File: config.mk
export PLATFORM = sky130hd
export DESIGN_NAME = uart_echo_responder_flat
export DESIGN_NICKNAME = d
export VERILOG_FILES = /design/src/rtl/uart_echo_responder_if.sv /design/src/rtl/uart_echo_responder.sv /design/src/flat_wrapper.sv
export SDC_FILE = /design/constraint.sdc
export NUM_CORES = 1
export LEC_CHECK = 0
export CORE_MARGIN = 2
export CORE_UTILIZATION = 30
export DETAILED_ROUTE_END_ITERATION = 7
export PLACE_DENSITY = 0.45
export SYNTH_ARGS = -nofsm -noshare
export SYNTH_HDL_FRONTEND = slang
export SYNTH_SLANG_ARGS = --single-unit
File: constraint.sdc
create_clock -name i_Clock -period 3.6 [get_ports i_Clock]
set_input_delay 0.36 -clock i_Clock [delete_from_list [all_inputs] [get_ports i_Clock]]
set_output_delay 0.36 -clock i_Clock [all_outputs]
set_load 0.02 [all_outputs]
File: src/rtl/uart_echo_responder_if.sv
// Serial and status bundle for the UART echo responder.
// The slave view belongs to the responder, the master view to whoever drives the line.
interface uart_echo_responder_if #(
    parameter int FIFO_DEPTH = 4
);
    localparam int COUNT_W = $clog2(FIFO_DEPTH) + 1;

    logic               i_Rx_Serial;
    logic               o_Tx_Serial;
    logic               o_Tx_Active;
    logic [7:0]         o_Rx_Byte;
    logic               o_Rx_DV;
    logic               o_Frame_Err;
    logic               o_Overflow;
    logic [COUNT_W-1:0] o_Fifo_Count;

    modport slave (
        input  i_Rx_Serial,
        output o_Tx_Serial, o_Tx_Active, o_Rx_Byte, o_Rx_DV,
               o_Frame_Err, o_Overflow, o_Fifo_Count
    );

    modport master (
        output i_Rx_Serial,
        input  o_Tx_Serial, o_Tx_Active, o_Rx_Byte, o_Rx_DV,
               o_Frame_Err, o_Overflow, o_Fifo_Count
    );
endinterface

File: src/rtl/uart_echo_responder.sv
// Far-end UART loopback peer: receives 8N1 frames, queues good bytes in a
// small FIFO and re-transmits them unchanged. Sticky error flags and the
// last good byte are exposed for display.
module uart_echo_responder #(
    parameter int CLKS_PER_BIT = 5208,
    parameter int FIFO_DEPTH   = 4
) (
    input  logic                  i_Clock,
    input  logic                  i_Reset,
    uart_echo_responder_if.slave  bus
);
    localparam int CNT_W   = $clog2(CLKS_PER_BIT);
    localparam int PTR_W   = $clog2(FIFO_DEPTH);
    localparam int COUNT_W = PTR_W + 1;

    localparam logic [CNT_W-1:0]   BIT_LAST  = CNT_W'(CLKS_PER_BIT - 1);
    localparam logic [CNT_W-1:0]   HALF_LAST = CNT_W'(CLKS_PER_BIT / 2 - 1);
    localparam logic [CNT_W-1:0]   CNT_ONE   = CNT_W'(1);
    localparam logic [COUNT_W-1:0] COUNT_MAX = COUNT_W'(FIFO_DEPTH);
    localparam logic [COUNT_W-1:0] COUNT_ONE = COUNT_W'(1);
    localparam logic [PTR_W-1:0]   PTR_ONE   = PTR_W'(1);

    typedef enum logic [2:0] {RX_IDLE, RX_START, RX_DATA, RX_STOP, RX_CLEANUP} rx_state_e;
    typedef enum logic [1:0] {TX_IDLE, TX_START, TX_DATA, TX_STOP} tx_state_e;

    // Receiver state
    logic             rx_meta_q, rx_sync_q;
    rx_state_e        rx_state_q, rx_state_d;
    logic [CNT_W-1:0] rx_cnt_q, rx_cnt_d;
    logic [2:0]       rx_bit_q, rx_bit_d;
    logic [7:0]       rx_shift_q, rx_shift_d;
    logic [7:0]       rx_byte_q, rx_byte_d;
    logic             rx_dv_q, rx_dv_d;
    logic             frame_err_q, frame_err_d;

    // Echo FIFO state
    logic [7:0]         fifo_mem_q [FIFO_DEPTH];
    logic [7:0]         fifo_mem_d [FIFO_DEPTH];
    logic [PTR_W-1:0]   wr_ptr_q, wr_ptr_d;
    logic [PTR_W-1:0]   rd_ptr_q, rd_ptr_d;
    logic [COUNT_W-1:0] fifo_count_q, fifo_count_d;
    logic               overflow_q, overflow_d;

    // Transmitter state
    tx_state_e        tx_state_q, tx_state_d;
    logic [CNT_W-1:0] tx_cnt_q, tx_cnt_d;
    logic [2:0]       tx_bit_q, tx_bit_d;
    logic [7:0]       tx_shift_q, tx_shift_d;
    logic             tx_serial, tx_active;

    logic rx_half, rx_tick, tx_tick;
    logic fifo_push, fifo_pop, fifo_full, push_ok;

    assign rx_half   = (rx_cnt_q == HALF_LAST);
    assign rx_tick   = (rx_cnt_q == BIT_LAST);
    assign tx_tick   = (tx_cnt_q == BIT_LAST);
    assign fifo_push = rx_dv_q;
    assign fifo_full = (fifo_count_q == COUNT_MAX);
    assign fifo_pop  = (tx_state_q == TX_IDLE) && (fifo_count_q != '0);
    assign push_ok   = fifo_push && (!fifo_full || fifo_pop);

    // Register every control/status flop; reset returns both FSMs to idle.
    always_ff @(posedge i_Clock) begin
        // NOTE: non-blocking assignments here so every flop samples pre-edge values, independent of statement order.
        if (i_Reset) begin
            rx_meta_q    <= 1'b1;
            rx_sync_q    <= 1'b1;
            rx_state_q   <= RX_IDLE;
            rx_cnt_q     <= '0;
            rx_bit_q     <= '0;
            rx_shift_q   <= '0;
            rx_byte_q    <= '0;
            rx_dv_q      <= 1'b0;
            frame_err_q  <= 1'b0;
            wr_ptr_q     <= '0;
            rd_ptr_q     <= '0;
            fifo_count_q <= '0;
            overflow_q   <= 1'b0;
            tx_state_q   <= TX_IDLE;
            tx_cnt_q     <= '0;
            tx_bit_q     <= '0;
            tx_shift_q   <= '0;
        end else begin
            rx_meta_q    <= bus.i_Rx_Serial;
            rx_sync_q    <= rx_meta_q;
            rx_state_q   <= rx_state_d;
            rx_cnt_q     <= rx_cnt_d;
            rx_bit_q     <= rx_bit_d;
            rx_shift_q   <= rx_shift_d;
            rx_byte_q    <= rx_byte_d;
            rx_dv_q      <= rx_dv_d;
            frame_err_q  <= frame_err_d;
            wr_ptr_q     <= wr_ptr_d;
            rd_ptr_q     <= rd_ptr_d;
            fifo_count_q <= fifo_count_d;
            overflow_q   <= overflow_d;
            tx_state_q   <= tx_state_d;
            tx_cnt_q     <= tx_cnt_d;
            tx_bit_q     <= tx_bit_d;
            tx_shift_q   <= tx_shift_d;
        end
    end

    // FIFO storage: data only, validity is tracked by the pointers and count.
    always_ff @(posedge i_Clock) begin
        // NOTE: storage is deliberately not reset; stale entries are never read because the count gates every pop.
        fifo_mem_q <= fifo_mem_d;
    end

    // RX next state: start qualification, 8 data samples, stop sample, one cleanup cycle.
    always_comb begin
        // NOTE: default first so no path through the case leaves the signal unassigned (no latch).
        rx_state_d = rx_state_q;
        unique case (rx_state_q)
            RX_IDLE:    if (!rx_sync_q) rx_state_d = RX_START;
            RX_START:   if (rx_half) rx_state_d = rx_sync_q ? RX_IDLE : RX_DATA;
            RX_DATA:    if (rx_tick && rx_bit_q == 3'd7) rx_state_d = RX_STOP;
            RX_STOP:    if (rx_tick) rx_state_d = RX_CLEANUP;
            RX_CLEANUP: rx_state_d = RX_IDLE;
            default:    rx_state_d = RX_IDLE;
        endcase
    end

    // RX datapath: bit timing, shift register, byte capture and frame error.
    always_comb begin
        rx_cnt_d    = rx_cnt_q + CNT_ONE;
        rx_bit_d    = rx_bit_q;
        rx_shift_d  = rx_shift_q;
        rx_byte_d   = rx_byte_q;
        rx_dv_d     = 1'b0;
        frame_err_d = frame_err_q;
        unique case (rx_state_q)
            RX_IDLE: begin
                rx_cnt_d = '0;
                rx_bit_d = '0;
            end
            RX_START: if (rx_half) rx_cnt_d = '0;
            RX_DATA: if (rx_tick) begin
                rx_cnt_d   = '0;
                rx_shift_d = {rx_sync_q, rx_shift_q[7:1]};
                rx_bit_d   = rx_bit_q + 3'd1;
            end
            RX_STOP: if (rx_tick) begin
                rx_cnt_d = '0;
                if (rx_sync_q) begin
                    rx_byte_d = rx_shift_q;
                    rx_dv_d   = 1'b1;
                end else begin
                    frame_err_d = 1'b1;
                end
            end
            RX_CLEANUP: rx_cnt_d = '0;
            default:    rx_cnt_d = '0;
        endcase
    end

    // FIFO update: a push into a full FIFO only succeeds when a pop frees the slot that cycle.
    always_comb begin
        fifo_mem_d = fifo_mem_q;
        wr_ptr_d   = wr_ptr_q;
        rd_ptr_d   = rd_ptr_q;
        overflow_d = overflow_q | (fifo_push && !push_ok);
        if (push_ok) begin
            fifo_mem_d[wr_ptr_q] = rx_byte_q;
            wr_ptr_d             = wr_ptr_q + PTR_ONE;
        end
        if (fifo_pop) rd_ptr_d = rd_ptr_q + PTR_ONE;
        unique case ({push_ok, fifo_pop})
            2'b10:   fifo_count_d = fifo_count_q + COUNT_ONE;
            2'b01:   fifo_count_d = fifo_count_q - COUNT_ONE;
            default: fifo_count_d = fifo_count_q;
        endcase
    end

    // TX next state: leave idle whenever a byte is queued, then walk start/data/stop.
    always_comb begin
        tx_state_d = tx_state_q;
        unique case (tx_state_q)
            TX_IDLE:  if (fifo_pop) tx_state_d = TX_START;
            TX_START: if (tx_tick) tx_state_d = TX_DATA;
            TX_DATA:  if (tx_tick && tx_bit_q == 3'd7) tx_state_d = TX_STOP;
            TX_STOP:  if (tx_tick) tx_state_d = TX_IDLE;
            default:  tx_state_d = TX_IDLE;
        endcase
    end

    // TX datapath: load the FIFO head on pop, shift LSB first once per bit period.
    always_comb begin
        tx_cnt_d   = tx_cnt_q + CNT_ONE;
        tx_bit_d   = tx_bit_q;
        tx_shift_d = tx_shift_q;
        unique case (tx_state_q)
            TX_IDLE: begin
                tx_cnt_d = '0;
                tx_bit_d = '0;
                if (fifo_pop) tx_shift_d = fifo_mem_q[rd_ptr_q];
            end
            TX_START: if (tx_tick) tx_cnt_d = '0;
            TX_DATA: if (tx_tick) begin
                tx_cnt_d   = '0;
                tx_shift_d = {1'b0, tx_shift_q[7:1]};
                tx_bit_d   = tx_bit_q + 3'd1;
            end
            TX_STOP: if (tx_tick) tx_cnt_d = '0;
            default: tx_cnt_d = '0;
        endcase
    end

    // TX outputs decoded from state so the line is high in the first cycle after reset.
    always_comb begin
        tx_active = (tx_state_q != TX_IDLE);
        unique case (tx_state_q)
            TX_START: tx_serial = 1'b0;
            TX_DATA:  tx_serial = tx_shift_q[0];
            default:  tx_serial = 1'b1;
        endcase
    end

    assign bus.o_Tx_Serial  = tx_serial;
    assign bus.o_Tx_Active  = tx_active;
    assign bus.o_Rx_Byte    = rx_byte_q;
    assign bus.o_Rx_DV      = rx_dv_q;
    assign bus.o_Frame_Err  = frame_err_q;
    assign bus.o_Overflow   = overflow_q;
    assign bus.o_Fifo_Count = fifo_count_q;
endmodule

File: src/flat_wrapper.sv
// flat-port wrapper written by rule: the top's interface ports become plain ports
module uart_echo_responder_flat 
#(
    parameter int CLKS_PER_BIT = 5208,
    parameter int FIFO_DEPTH   = 4
)
  (i_Clock, i_Reset, bus_i_Rx_Serial, bus_o_Tx_Serial, bus_o_Tx_Active, bus_o_Rx_Byte, bus_o_Rx_DV, bus_o_Frame_Err, bus_o_Overflow, bus_o_Fifo_Count);
  uart_echo_responder_if #(.FIFO_DEPTH(FIFO_DEPTH)) bus_i ();
  input  logic i_Clock;
  input  logic i_Reset;
  input wire logic [$bits(bus_i.i_Rx_Serial)-1:0] bus_i_Rx_Serial;
  output wire logic [$bits(bus_i.o_Tx_Serial)-1:0] bus_o_Tx_Serial;
  output wire logic [$bits(bus_i.o_Tx_Active)-1:0] bus_o_Tx_Active;
  output wire logic [$bits(bus_i.o_Rx_Byte)-1:0] bus_o_Rx_Byte;
  output wire logic [$bits(bus_i.o_Rx_DV)-1:0] bus_o_Rx_DV;
  output wire logic [$bits(bus_i.o_Frame_Err)-1:0] bus_o_Frame_Err;
  output wire logic [$bits(bus_i.o_Overflow)-1:0] bus_o_Overflow;
  output wire logic [$bits(bus_i.o_Fifo_Count)-1:0] bus_o_Fifo_Count;
  assign bus_i.i_Rx_Serial = bus_i_Rx_Serial;
  assign bus_o_Tx_Serial = bus_i.o_Tx_Serial;
  assign bus_o_Tx_Active = bus_i.o_Tx_Active;
  assign bus_o_Rx_Byte = bus_i.o_Rx_Byte;
  assign bus_o_Rx_DV = bus_i.o_Rx_DV;
  assign bus_o_Frame_Err = bus_i.o_Frame_Err;
  assign bus_o_Overflow = bus_i.o_Overflow;
  assign bus_o_Fifo_Count = bus_i.o_Fifo_Count;
  uart_echo_responder #(.CLKS_PER_BIT(CLKS_PER_BIT), .FIFO_DEPTH(FIFO_DEPTH)) u_core (.i_Clock(i_Clock), .i_Reset(i_Reset), .bus(bus_i));
endmodule
==> flow_summary.toml <==
[timing]
fin_crit_sh_pct = 83.4
setup_ws_ns = 0.598
rsz0062_at_grt = "false"
tightest_slew_ns = 1.03
finalSetupViolations = 0
finClkSkew_ns = 0.00724
hold_violations = 0
fmaxAchievable_ghz = 0.333
setup-tns-final_ns = 0
maxSlewHeadroom_pct = 31.4
maxSlewViolCount = 0
fin_crit_ns = 3.00

[worst_setup_path]
arrival_ns = 2.64
crit_path_max_fanout = 15
worstSetupPathType = "flip-flop to output pin"
cp-end-kind = "output pin"
startpoint = "u_core.tx_state_q[0]$_SDFFE_PP0P_"
worstPathCellList = "inv_1 -> ha_1 -> clkinv_1 -> mux2i_1 -> clkdlybuf4s50_1"
rr_worst_depth = 11
cpMaxStageDelayCell = "clkdlybuf4s50_1"
r2r_start = "u_core.tx_state_q[0]$_SDFFE_PP0P_"
start_kind = "flip-flop"
slowest_delay_ns = 0.62
critPathRequiredTime_ns = 3.24

[synthesis]
ys_async_sr_fraction_pct = 0
ys_types = 50
ys_ff_latch = 105
synth_area_leaders = "dfxtp_1 32%, edfxtp_1 21%, ha_1 4.3%"
yosys_most_used_dff = "dfxtp_1"
yosys_warnings = 0
yosysSeqAreaShare_pct = 52.6
synth_top_area_share_pct = 31.7
synth_area_per_cell_um2 = 10.5
synth_area_leader_cell = "dfxtp_1"
synthCells = 439
syn_area_um2 = 4610
syn_nets = 459
synth_edf_count = 32

[drt]
wl_per_cell_um = 14.4
routed_wirelength_mm = 9.23
ant_nets = 0
firstDrtPassIters = 4
drt-initial-drc-count = 126
routed_via_density = 4.92
vias = 3149
drc_errors = 0

[clock_tree]
path_clk_slew_ns = 0.08
ctsLongestPathBuffers = 2
post_cts_buffers = 0
cts_max_level = 3
cts_buffers = 9
cts-resized-gates = 0
cts_tree = "yes"
insertion_delay_ns = 0.35
hold_buffers = 0
cts_root_buffer = "clkbuf_16"
cts_sinks = 105

[die]
initial_core_util_pct = 30.5
io_pins = 19
rows = 45
die_w_um = 128
dieArea_um2 = 16400
fp.coreArea_um2 = 15100
fp.dieH_um = 128

[worst_hold_path]
hp-class = "flip-flop to flip-flop"
worstHoldPathCells = 1
worstHoldStart = "u_core.rx_meta_q$_SDFF_PP1_"

[global_routing]
grt_pass1_vias = 3057
grt_usage_pct = 12.0
antenna_found_initial = 0
grt_max_degree = 31
grt_overflow = 0
grt_pass1_wl_mm = 15.4

[place]
place_congestion = 0.767
hpwl_mm = 6.15
place_ws_ns = 0.877
portBuffers = 18

[power_and_ir_drop]
leakagePower_nw = 1.70
ir_drop_mv = 0.230
cellPowerDensity_nw_per_um2 = 527

[final_layout]
diodes = 0
area_growth_pct = 13.9
final_layout_size_suffix_gt1_share_pct = 9.07
nets = 467

[outcome]
status = "completed"

[run]
drv_cap = 0
[metrics by stage]
stage	power (mW)	hold WS (ns)	utilization (%)	instance area [um^2]	instances
final	2.77	0.427	34.8	5240	640
after global routing	2.90	0.448	34.8	5240	640
after CTS	2.81	0.433	34.8	5240	640
after detailed placement	1.79	0.410	32.7	4940	624
after global placement	1.78	0.402	32.7	4940	624
after floorplan	1.68	0.389	-	4610	439
[layout by cell type (no fill, tap or decap), types with 4 or more instances in the layout]
cell	Yosys	layout
o21ai_0	16	16
mux2i_1	4	4
dfxtp_1	73	73
clkdlybuf4s50_1	0	17
or3_1	4	4
nand2b_1	5	5
edfxtp_1	32	32
and2_1	5	5
ha_1	16	16
xor2_1	10	10
clkbuf_16	0	9
nor2_1	42	42
mux4_2	8	8
nand4_1	13	13
mux2_2	7	7
nand2_1	24	24
nor4_1	4	4
nor3_1	10	10
xnor2_1	15	15
o31ai_1	8	8
nand3_1	20	20
a21oi_1	35	35
nor2b_1	12	12
inv_1	17	17
[worst max-delay path, delay by kind of cell, from the launching register on]
family / cells / cell delay (ns)
buffers and inverters: 3 / 1.18
flip-flops: 1 / 0.34
adder cells (fa/ha/maj): 1 / 0.51
multiplexers: 1 / 0.25
[per-layer routing]
metal / up-vias / track usage [%] / wire, um
li1: 1577 / - / -
met1: 1530 / 14.7 / 4280
met2: 34 / 20.2 / 4570
met3: 8 / 3.59 / 258
met4: 0 / 4.07 / 125
met5: - / 0 / 0
[final timing paths]
path / slack [ns] / endpoint
setup / recovery: 0.60 / bus_o_Tx_Serial
hold / removal: 0.43 / u_core.rx_sync_q$_SDFF_PP1_
setup reg to reg: 0.88 / u_core.bus.o_Fifo_Count[2]$_SDFFE_PP0P_
hold reg to reg: 0.43 / u_core.rx_sync_q$_SDFF_PP1_
[state kept, by name, summed over array words and instances (netlist names), 2 cells and up]
signal / cells
u_core.fifo_mem_q: 32
u_core.rx_cnt_q: 13
u_core.tx_cnt_q: 13
u_core.bus.o_Rx_Byte: 8
u_core.rx_shift_q: 8
u_core.tx_shift_q: 8
u_core.bus.o_Fifo_Count: 3
u_core.rx_bit_q: 3
u_core.rx_state_q: 3
u_core.tx_bit_q: 3
u_core.rd_ptr_q: 2
u_core.tx_state_q: 2
u_core.wr_ptr_q: 2
[synth_stat cells, drive strengths merged, types with 12 or more instances]
master and n:
dfxtp 73, nor2 42, a21oi 35, edfxtp 32, nand2 24, nand3 20
clkbuf 17, inv 17, ha 16, o21ai 16, xnor2 15, nand4 13
nor2b 12
[cell families (layout without fill, tap and decap cells)]
family | Yosys count | after routing | synth area share [%]
flops | 105 | 105 | 52.6
mux | 19 | 19 | 6.49
xor+xnor | 25 | 25 | 4.75
buf+inv | 41 | 54 | 3.45
simple gates | 160 | 160 | 18.7
fa+ha+maj | 17 | 17 | 4.78
compound gates | 72 | 72 | 9.18
[report_power, final]
group          total [mW]  switching, mW  internal (mW)
Sequential           1.32         0.0578           1.26
Clock                1.01          0.459          0.550
Combinational       0.436          0.217          0.219
Total                2.77          0.734           2.03
[cell type report]
type                    instances  area [um^2]
fillers                      1530         9850
flip-flops and latches        105         2420
multi-input cells             293         2020
clock inverters                 6         75.1
well taps                     188          235
inverters                      18         67.6
repair buffers                 20          190
clock buffers                  10          229
(Power assumes the default switching activity.)
